==> src/rtl/speech_pkg.sv <==
// Shared constants for the CPC speech-port command buffer.
package speech_pkg;

  localparam int unsigned SPEECH_FIFO_DEPTH = 4;
  localparam int unsigned SPEECH_DATA_W     = 8;
  localparam int unsigned SPEECH_CNT_W      = $clog2(SPEECH_FIFO_DEPTH) + 1;

  // Synchroniser and edge-history flops come out of reset high so that an
  // input already held high during reset does not look like a new edge.
  localparam logic SYNC_RESET_VAL = 1'b1;

endpackage

==> src/rtl/pulse_sync.sv <==
// Multi-flop synchroniser for an asynchronous level, followed by a registered
// rising-edge detector producing a single-cycle pulse.
module pulse_sync
  import speech_pkg::*;
#(
  parameter int unsigned SYNC_STAGES = 2
) (
  input  logic clk_i,
  input  logic rst_i,
  input  logic async_i,
  output logic pulse_o
);

  logic [SYNC_STAGES-1:0] sync_q, sync_d;
  logic                   hist_q;
  logic                   pulse_q, pulse_d;

  // Shift the async level in and flag a low-to-high step on the last stage.
  always_comb begin
    sync_d  = {sync_q[SYNC_STAGES-2:0], async_i};
    pulse_d = sync_q[SYNC_STAGES-1] & ~hist_q;
  end

  // Synchroniser chain, edge history and registered pulse.
  always_ff @(posedge clk_i) begin
    if (rst_i) begin
      sync_q  <= {SYNC_STAGES{SYNC_RESET_VAL}};
      hist_q  <= SYNC_RESET_VAL;
      pulse_q <= 1'b0;
    end else begin
      sync_q  <= sync_d;
      hist_q  <= sync_q[SYNC_STAGES-1];
      pulse_q <= pulse_d;
    end
  end

  assign pulse_o = pulse_q;

endmodule

==> src/rtl/speech_cmd_fifo.sv <==
// Byte FIFO carrying CPC speech-port writes to the ATmega controller.
// Strobe and ack are asynchronous and enter through pulse_sync instances.
module speech_cmd_fifo
  import speech_pkg::*;
#(
  parameter int unsigned DEPTH       = SPEECH_FIFO_DEPTH,
  parameter int unsigned WIDTH       = SPEECH_DATA_W,
  parameter int unsigned SYNC_STAGES = 2
) (
  input  logic                     iCPC_CLOCK,
  input  logic                     iRESET,
  input  logic                     iCMD_STROBE,
  input  logic [WIDTH-1:0]         iCMD_DATA,
  output logic [WIDTH-1:0]         oATMEGA_DATA,
  output logic                     oATMEGA_VALID,
  input  logic                     iATMEGA_ACK,
  output logic                     oCPC_READY,
  output logic [$clog2(DEPTH):0]   oCOUNT,
  output logic                     oOVERFLOW,
  input  logic                     iOVF_CLEAR
);

  localparam int unsigned PTR_W = $clog2(DEPTH);
  localparam int unsigned CNT_W = PTR_W + 1;
  localparam logic [CNT_W-1:0] FULL_CNT = CNT_W'(DEPTH);

  logic             push, pop;
  logic             do_push, do_pop, ovf_set;
  logic [WIDTH-1:0] mem_q [DEPTH];
  logic [PTR_W-1:0] wr_ptr_q, wr_ptr_d;
  logic [PTR_W-1:0] rd_ptr_q, rd_ptr_d;
  logic [CNT_W-1:0] count_q, count_d;
  logic             ovf_q, ovf_d;

  pulse_sync #(.SYNC_STAGES(SYNC_STAGES)) u_strobe_sync (
    .clk_i   (iCPC_CLOCK),
    .rst_i   (iRESET),
    .async_i (iCMD_STROBE),
    .pulse_o (push)
  );

  pulse_sync #(.SYNC_STAGES(SYNC_STAGES)) u_ack_sync (
    .clk_i   (iCPC_CLOCK),
    .rst_i   (iRESET),
    .async_i (iATMEGA_ACK),
    .pulse_o (pop)
  );

  // Accept/reject decisions and next state. A push into a full FIFO is still
  // taken when a pop frees the head slot in the same cycle; a pop on an empty
  // FIFO is ignored even when paired with a push.
  always_comb begin
    do_pop   = pop & (count_q != '0);
    do_push  = push & ((count_q != FULL_CNT) | pop);
    ovf_set  = push & (count_q == FULL_CNT) & ~pop;
    wr_ptr_d = wr_ptr_q;
    rd_ptr_d = rd_ptr_q;
    count_d  = count_q;
    ovf_d    = ovf_q;
    if (do_push) wr_ptr_d = wr_ptr_q + PTR_W'(1);
    if (do_pop)  rd_ptr_d = rd_ptr_q + PTR_W'(1);
    count_d = count_q + CNT_W'(do_push) - CNT_W'(do_pop);
    if (ovf_set)         ovf_d = 1'b1;
    else if (iOVF_CLEAR) ovf_d = 1'b0;
  end

  // Control registers; buffered bytes are discarded by resetting the count.
  always_ff @(posedge iCPC_CLOCK) begin
    if (iRESET) begin
      wr_ptr_q <= '0;
      rd_ptr_q <= '0;
      count_q  <= '0;
      ovf_q    <= 1'b0;
    end else begin
      wr_ptr_q <= wr_ptr_d;
      rd_ptr_q <= rd_ptr_d;
      count_q  <= count_d;
      ovf_q    <= ovf_d;
    end
  end

  // Storage array; contents are deliberately left alone by reset.
  always_ff @(posedge iCPC_CLOCK) begin
    if (!iRESET && do_push) mem_q[wr_ptr_q] <= iCMD_DATA;
  end

  assign oATMEGA_DATA  = (count_q != '0) ? mem_q[rd_ptr_q] : '0;
  assign oATMEGA_VALID = (count_q != '0);
  assign oCPC_READY    = (count_q != FULL_CNT);
  assign oCOUNT        = count_q;
  assign oOVERFLOW     = ovf_q;

endmodule

==> config.mk <==
export PLATFORM = sky130hd
export DESIGN_NAME = speech_cmd_fifo
export DESIGN_NICKNAME = d
export VERILOG_FILES = /design/src/rtl/speech_pkg.sv /design/src/rtl/pulse_sync.sv /design/src/rtl/speech_cmd_fifo.sv
export SDC_FILE = /design/constraint.sdc
export NUM_CORES = 1
export LEC_CHECK = 0
export CORE_MARGIN = 2
export CORE_UTILIZATION = 55
export DETAILED_ROUTE_END_ITERATION = 6
export HOLD_SLACK_MARGIN = 0.02
export PLACE_DENSITY = 0.8
export SYNTH_ARGS = -nofsm -noshare
export SYNTH_HDL_FRONTEND = slang
export SYNTH_SLANG_ARGS = --single-unit
==> constraint.sdc <==
create_clock -name iCPC_CLOCK -period 5.91 [get_ports iCPC_CLOCK]
set_clock_uncertainty 0.1 [all_clocks]
set_input_delay 0.591 -clock iCPC_CLOCK [delete_from_list [all_inputs] [get_ports iCPC_CLOCK]]
set_output_delay 0.591 -clock iCPC_CLOCK [all_outputs]
set_load 0.1 [all_outputs]
# After elaboration in Yosys (flattened, before gate mapping)
# Memories as Yosys holds them, arrays and structs flattened. A register that Yosys moved wholly into a read port is not among the register bits.
# Cells that the tools add are included.
word_totals:
  regBits: 16
  mem_bits_rw: 32
  inputBits: 13
  output_inout_bits: 14
  word_cells: 38
  n_memories: 1
op_classes:
  n_addsub: 4
  n_eq_ne: 2
  muxes: 7
  bitwise: 10
  n_reduce_logical: 4
memory_table:
  columns: ["name", "words", "width", "rd", "rd_clocked_by_memory_dff", "wr", "line", "source"]
  rows:
  - ["mem_q", 4, 8, 1, 1, 1, "speech_cmd_fifo.sv:29", "logic [WIDTH-1:0] mem_q [DEPTH];"]
ops:
  columns: ["operator", "count"]
  rows:
  - ["$mux W8", 1]
  - ["$and A1 B1 Y1", 6]
  - ["$add A2 B1 Y2 const B", 2]
  - ["$mux W1", 4]
  - ["$mux W2", 2]
  - ["$add A3 B1 Y3", 1]
  - ["$eq A3 B3 Y1 const B", 1]
  - ["$ne A3 B3 Y1 const B", 1]
  - ["$not A1 Y1", 3]
  - ["$reduce_bool A3 Y1", 1]
  - ["$sub A3 B1 Y3", 1]
  - ["$reduce_bool A2 Y1", 1]
  - ["$logic_and A1 B1 Y1", 1]
  - ["$logic_not A1 Y1", 1]
  - ["$or A1 B1 Y1", 1]

# Longest topological paths before layout
logic_depth:
  depth_word: 6
  depth_mapped: 10
  ltp_nobuf: 10

# Modules after synthesis
# A second synthesis with hierarchy kept.
unflattened:
  cells_unflattened: 122
  hier_area_um2: 1941.9
modules_own_cells:
  columns: ["module", "n_inst", "cells_each", "area_each_um2", "seq_area_each_um2"]
  rows:
  - ["speech_cmd_fifo", 1, 106, 1729.2, 1161.1]
  - ["pulse_sync", 2, 8, 106.4, 80.1]

# Worst setup path after synthesis
# Ideal clock, no wire load.
synth_timing:
  path_kind: "flip-flop to output port"
  startpoint: "reg count_q[2] (netlist: oCOUNT[2])"
  endpoint: "out oATMEGA_DATA[0]"
  t_arrival_ns: 2.730
  t_required_ns: 5.219
  setup_slack_ns: 2.489
  stages_incl_launch_ff: 4
  n_path_buf: 1
  path_cell_list: "dfxtp_1 nor3_1 clkbuf_1 nor2b_1"
synth_via:
  elab_chain_cells: 2
synth_rtl:
  columns: ["item", "line", "source"]
  rows:
  - ["from (decl)", "speech_cmd_fifo.sv:32", "logic [CNT_W-1:0] count_q, count_d;"]
  - ["from (signal assigned)", "speech_cmd_fifo.sv:77", "count_q <= count_d;"]
  - ["$reduce_bool A3 Y1", "speech_cmd_fifo.sv:87", "assign oATMEGA_DATA = (count_q != '0) ? mem_q[rd_ptr_q] : '0;"]
  - ["$mux W8", "speech_cmd_fifo.sv:87", null]
  - ["to (decl)", "speech_cmd_fifo.sv:14", "output logic [WIDTH-1:0] oATMEGA_DATA,"]
# No other way between the ends.

==> run_results.csv <==
group,metric,value,unit
routing,drc,0,
cells_and_area,final_util,0.6927,
timing,worst-slew-pin-transition,1002,ps
placed_design,hpwlAfterDp,2178,um
placed_design,place_inst,195,
timing,maxSlewHeadroom,0.3297,
yosys,synth_top_family_by_area,"simple AND/OR/NAND/NOR gates",
worst_setup_path,critPathKind,"flip-flop to primary output",
power_and_ir_drop,vdd_ir_drop_max,0.0001539,V
timing,hold_viol,0,
yosys,seq_area_frac_synth,0.6791,
routing,vias,1011,
routing,via_per_inst,4.980,
yosys,syn_nets,143,
yosys,synthMuxAreaShare,0.1055,
global_routing,grt_pass1_vias,1078,
worst_setup_path,path_max_fanout,8,
clock_tree,htree_levels,2,
global_routing,busiest_layer,"met2",
cells_and_area,final_common_cell,"edfxtp_1",
clock_tree,cts_root_buf,"clkbuf_4",
global_routing,antenna_found_initial,0,
worst_setup_path,cp-end-kind,"primary output",
yosys,synthXorXnorAreaFrac,0.01350,
yosys,syn_area,1946,um^2
timing,setup_viol,0,
clock_tree,post-cts-setup-buffer-count,0,
cells_and_area,multiInputGateArea,574.3,um^2
worst_setup_path,crit_family,"buffers and inverters",
clock_tree,clock_latency,340,ps
global_routing,grtUsageTotal,0.1675,
worst_setup_path,path_buf_inv,1,
yosys,synth_fa_ha_area_frac,0.04887,
global_routing,grt_max_degree,24,
floorplanning,coreArea,3363,um^2
global_routing,gr-total-overflow,0,
routing,ant_nets,0,
clock_tree,clock_sinks,50,
clock_tree,cts_hold_repair.buffers,0,
cells_and_area,final_cell_mix,"32 x edfxtp_1, 26 x clkdlybuf4s50_1, 18 x dfxtp_1, 10 x nor2b_1",
timing,fmax,0.2948,GHz
cells_and_area,antenna-diode-count,0,
placed_design,place_congestion,0.6941,
global_routing,use_met3,0.03214,
floorplanning,fp.dieW,63.48,um
routing,first_pass_iters,4,
yosys,synthSimpleGateAreaFrac,0.1119,
run_status,status,"complete, no violations",
timing,finalCritPeriodShare,0.5739,
yosys,ys_seq_elements,50,
timing,fin_setup_tns,0,ps
cells_and_area,area_delta_synth_final,19.74,%
floorplanning,die_area,4029,um^2
worst_setup_path,critPathSlowestCell,"clkdlybuf4s50_1",
floorplanning,chipHeight,63.48,um
global_routing,grt_use_met1,0.2045,
power_and_ir_drop,leakagePower,0.7927,nW
floorplanning,ios,27,
yosys,synth.distinct_cells,26,
flow_run,max-cap-violations,0,
timing,drv_slew,0,
worst_setup_path,crit_chain,"mux4_2 > nor2b_1 > clkdlybuf4s50_1",
worst_setup_path,critical-path-max-stage-delay,970,ps
worst_setup_path,startpoint_type,"flip-flop",
yosys,syn_inst,123,
timing,finalCriticalPeriod,3392,ps
cells_and_area,finalNonFillerCells,203,
worst_setup_path,arrival,2700,ps
clock_tree,cts_resized,0,
global_routing,grt_util_met2,0.2842,
clock_tree,cts_made_buffers,5,
global_routing,grt_pass1_wl,4995,um
routing,drtIter0Drc,37,
cells_and_area,fillers,248,
cells_and_area,register_area,1321,um^2
yosys,yosys_warnings,0,
routing,wirelength,3046,um
yosys,syn_area_per_cell,15.82,um^2
clock_tree,clock_path_buffers,2,
floorplanning,core.rowCount,21,
cells_and_area,drive_gt1_frac,0.1656,
cells_and_area,fin_nets,176,
timing,rsz0062_at_grt,"no",
floorplanning,start_util,0.5785,
yosys,synth-compound-area-share,0.01543,
placed_design,io_buffers,26,
clock_tree,cts_tree,"built",
clock_tree,path_clk_slew,120,ps
routing,drt-wirelength-per-cell,15.00,um
worst_setup_path,crit_required,5220,ps
min_path,hp-class,"flip-flop to flip-flop",
power_and_ir_drop,powerDensity,234.3,nW/um^2
cell usage after synthesis:
| cell | count | area (um^2) |
|---|---|---|
| o21a_1 | 1 | 7.510 |
| or3b_1 | 1 | 8.760 |
| edfxtp_1 | 32 | 960.9 |
| nor3b_1 | 6 | 45.04 |
| xnor2_1 | 2 | 17.52 |
| xor2_1 | 1 | 8.760 |
| fa_1 | 1 | 20.02 |
| o21ai_0 | 1 | 5.000 |
| ha_1 | 6 | 75.07 |
| nor3_1 | 1 | 5.000 |
| dfxtp_1 | 18 | 360.4 |
| mux2i_1 | 1 | 10.01 |
| inv_1 | 8 | 30.03 |
| mux2_4 | 1 | 15.01 |
| nand2b_1 | 3 | 18.77 |
| clkbuf_1 | 4 | 15.01 |
| a21oi_1 | 2 | 10.01 |
| o31ai_1 | 1 | 7.510 |
| or3b_4 | 1 | 11.26 |
| mux4_2 | 8 | 180.2 |
| or3_1 | 1 | 6.260 |
| nand2_1 | 1 | 3.750 |
| buf_2 | 1 | 5.000 |
| nor2b_1 | 10 | 62.56 |
| nor2_1 | 5 | 18.77 |
| or2_2 | 6 | 37.54 |
final timing paths:
path | start | to | depth (start not counted) | slack, ps
worst max register to register | oCOUNT[2] | oCOUNT[2] | 10 | 3280
worst min-delay path | u_strobe_sync.hist_q | u_strobe_sync.pulse_o | 1 | 300
worst min register to register | u_strobe_sync.hist_q | u_strobe_sync.pulse_o | 1 | 300
worst max-delay path | flip-flop | oATMEGA_DATA[5] | 3 | 2520
sequential cells by signal (all words and copies together) (netlist names), 2 cells and up, named ones only:
signal                cells
wr_ptr_q                  2
mem_q                    32
u_strobe_sync.sync_q      2
rd_ptr_q                  2
u_ack_sync.sync_q         2
oCOUNT                    3
power by group:
| group | total (W) | internal (W) | switching [W] |
|---|---|---|---|
| combinational | 0.0000325 | 0.0000132 | 0.0000193 |
| clock | 0.000139 | 0.0000476 | 0.0000914 |
| sequential | 0.000374 | 0.000373 | 0.00000125 |
worst register-to-register path: stages (launching register included):
cell and delay, ps:
dfxtp_1 440, or3b_4 430, o21a_1 250, inv_1 170, ha_1 160, inv_1 40
ha_1 180, fa_1 380, xnor2_1 180, xnor2_1 130, nor2_1 50
cell families (layout without fill, tap and decap cells):
group | after synthesis | after routing
flops | 50 | 50
fa+ha+maj | 7 | 7
compound gates | 5 | 5
xor+xnor | 3 | 3
simple gates | 35 | 35
buf+inv | 13 | 47
mux | 10 | 10
metrics by stage:
stage	hold slack, ps	power (W)	area [um^2]	setup slack [ps]
global route	307.4	0.0005634	2330	2371
floorplan	272.1	0.0004000	1946	2489
global placement	277.7	0.0004137	2281	2876
detailed placement	281.8	0.0004151	2281	2856
CTS	300.6	0.0005508	2330	2461
finish	296.5	0.0005459	2330	2518
per-layer routing:
layer,wire length (um),share of wire
met1,1311,0.43
met5,0,0
met4,96,0.032
met3,115,0.038
met2,1523,0.50
final cells by class:
class | count | area share
Tap cell | 46 | 0.02470
Multi-Input combinational cell | 60 | 0.2465
Inverter | 8 | 0.01289
Sequential cell | 50 | 0.5671
Clock buffer | 8 | 0.02095
Timing Repair Buffer | 31 | 0.1278
(Power assumes the default switching activity.)
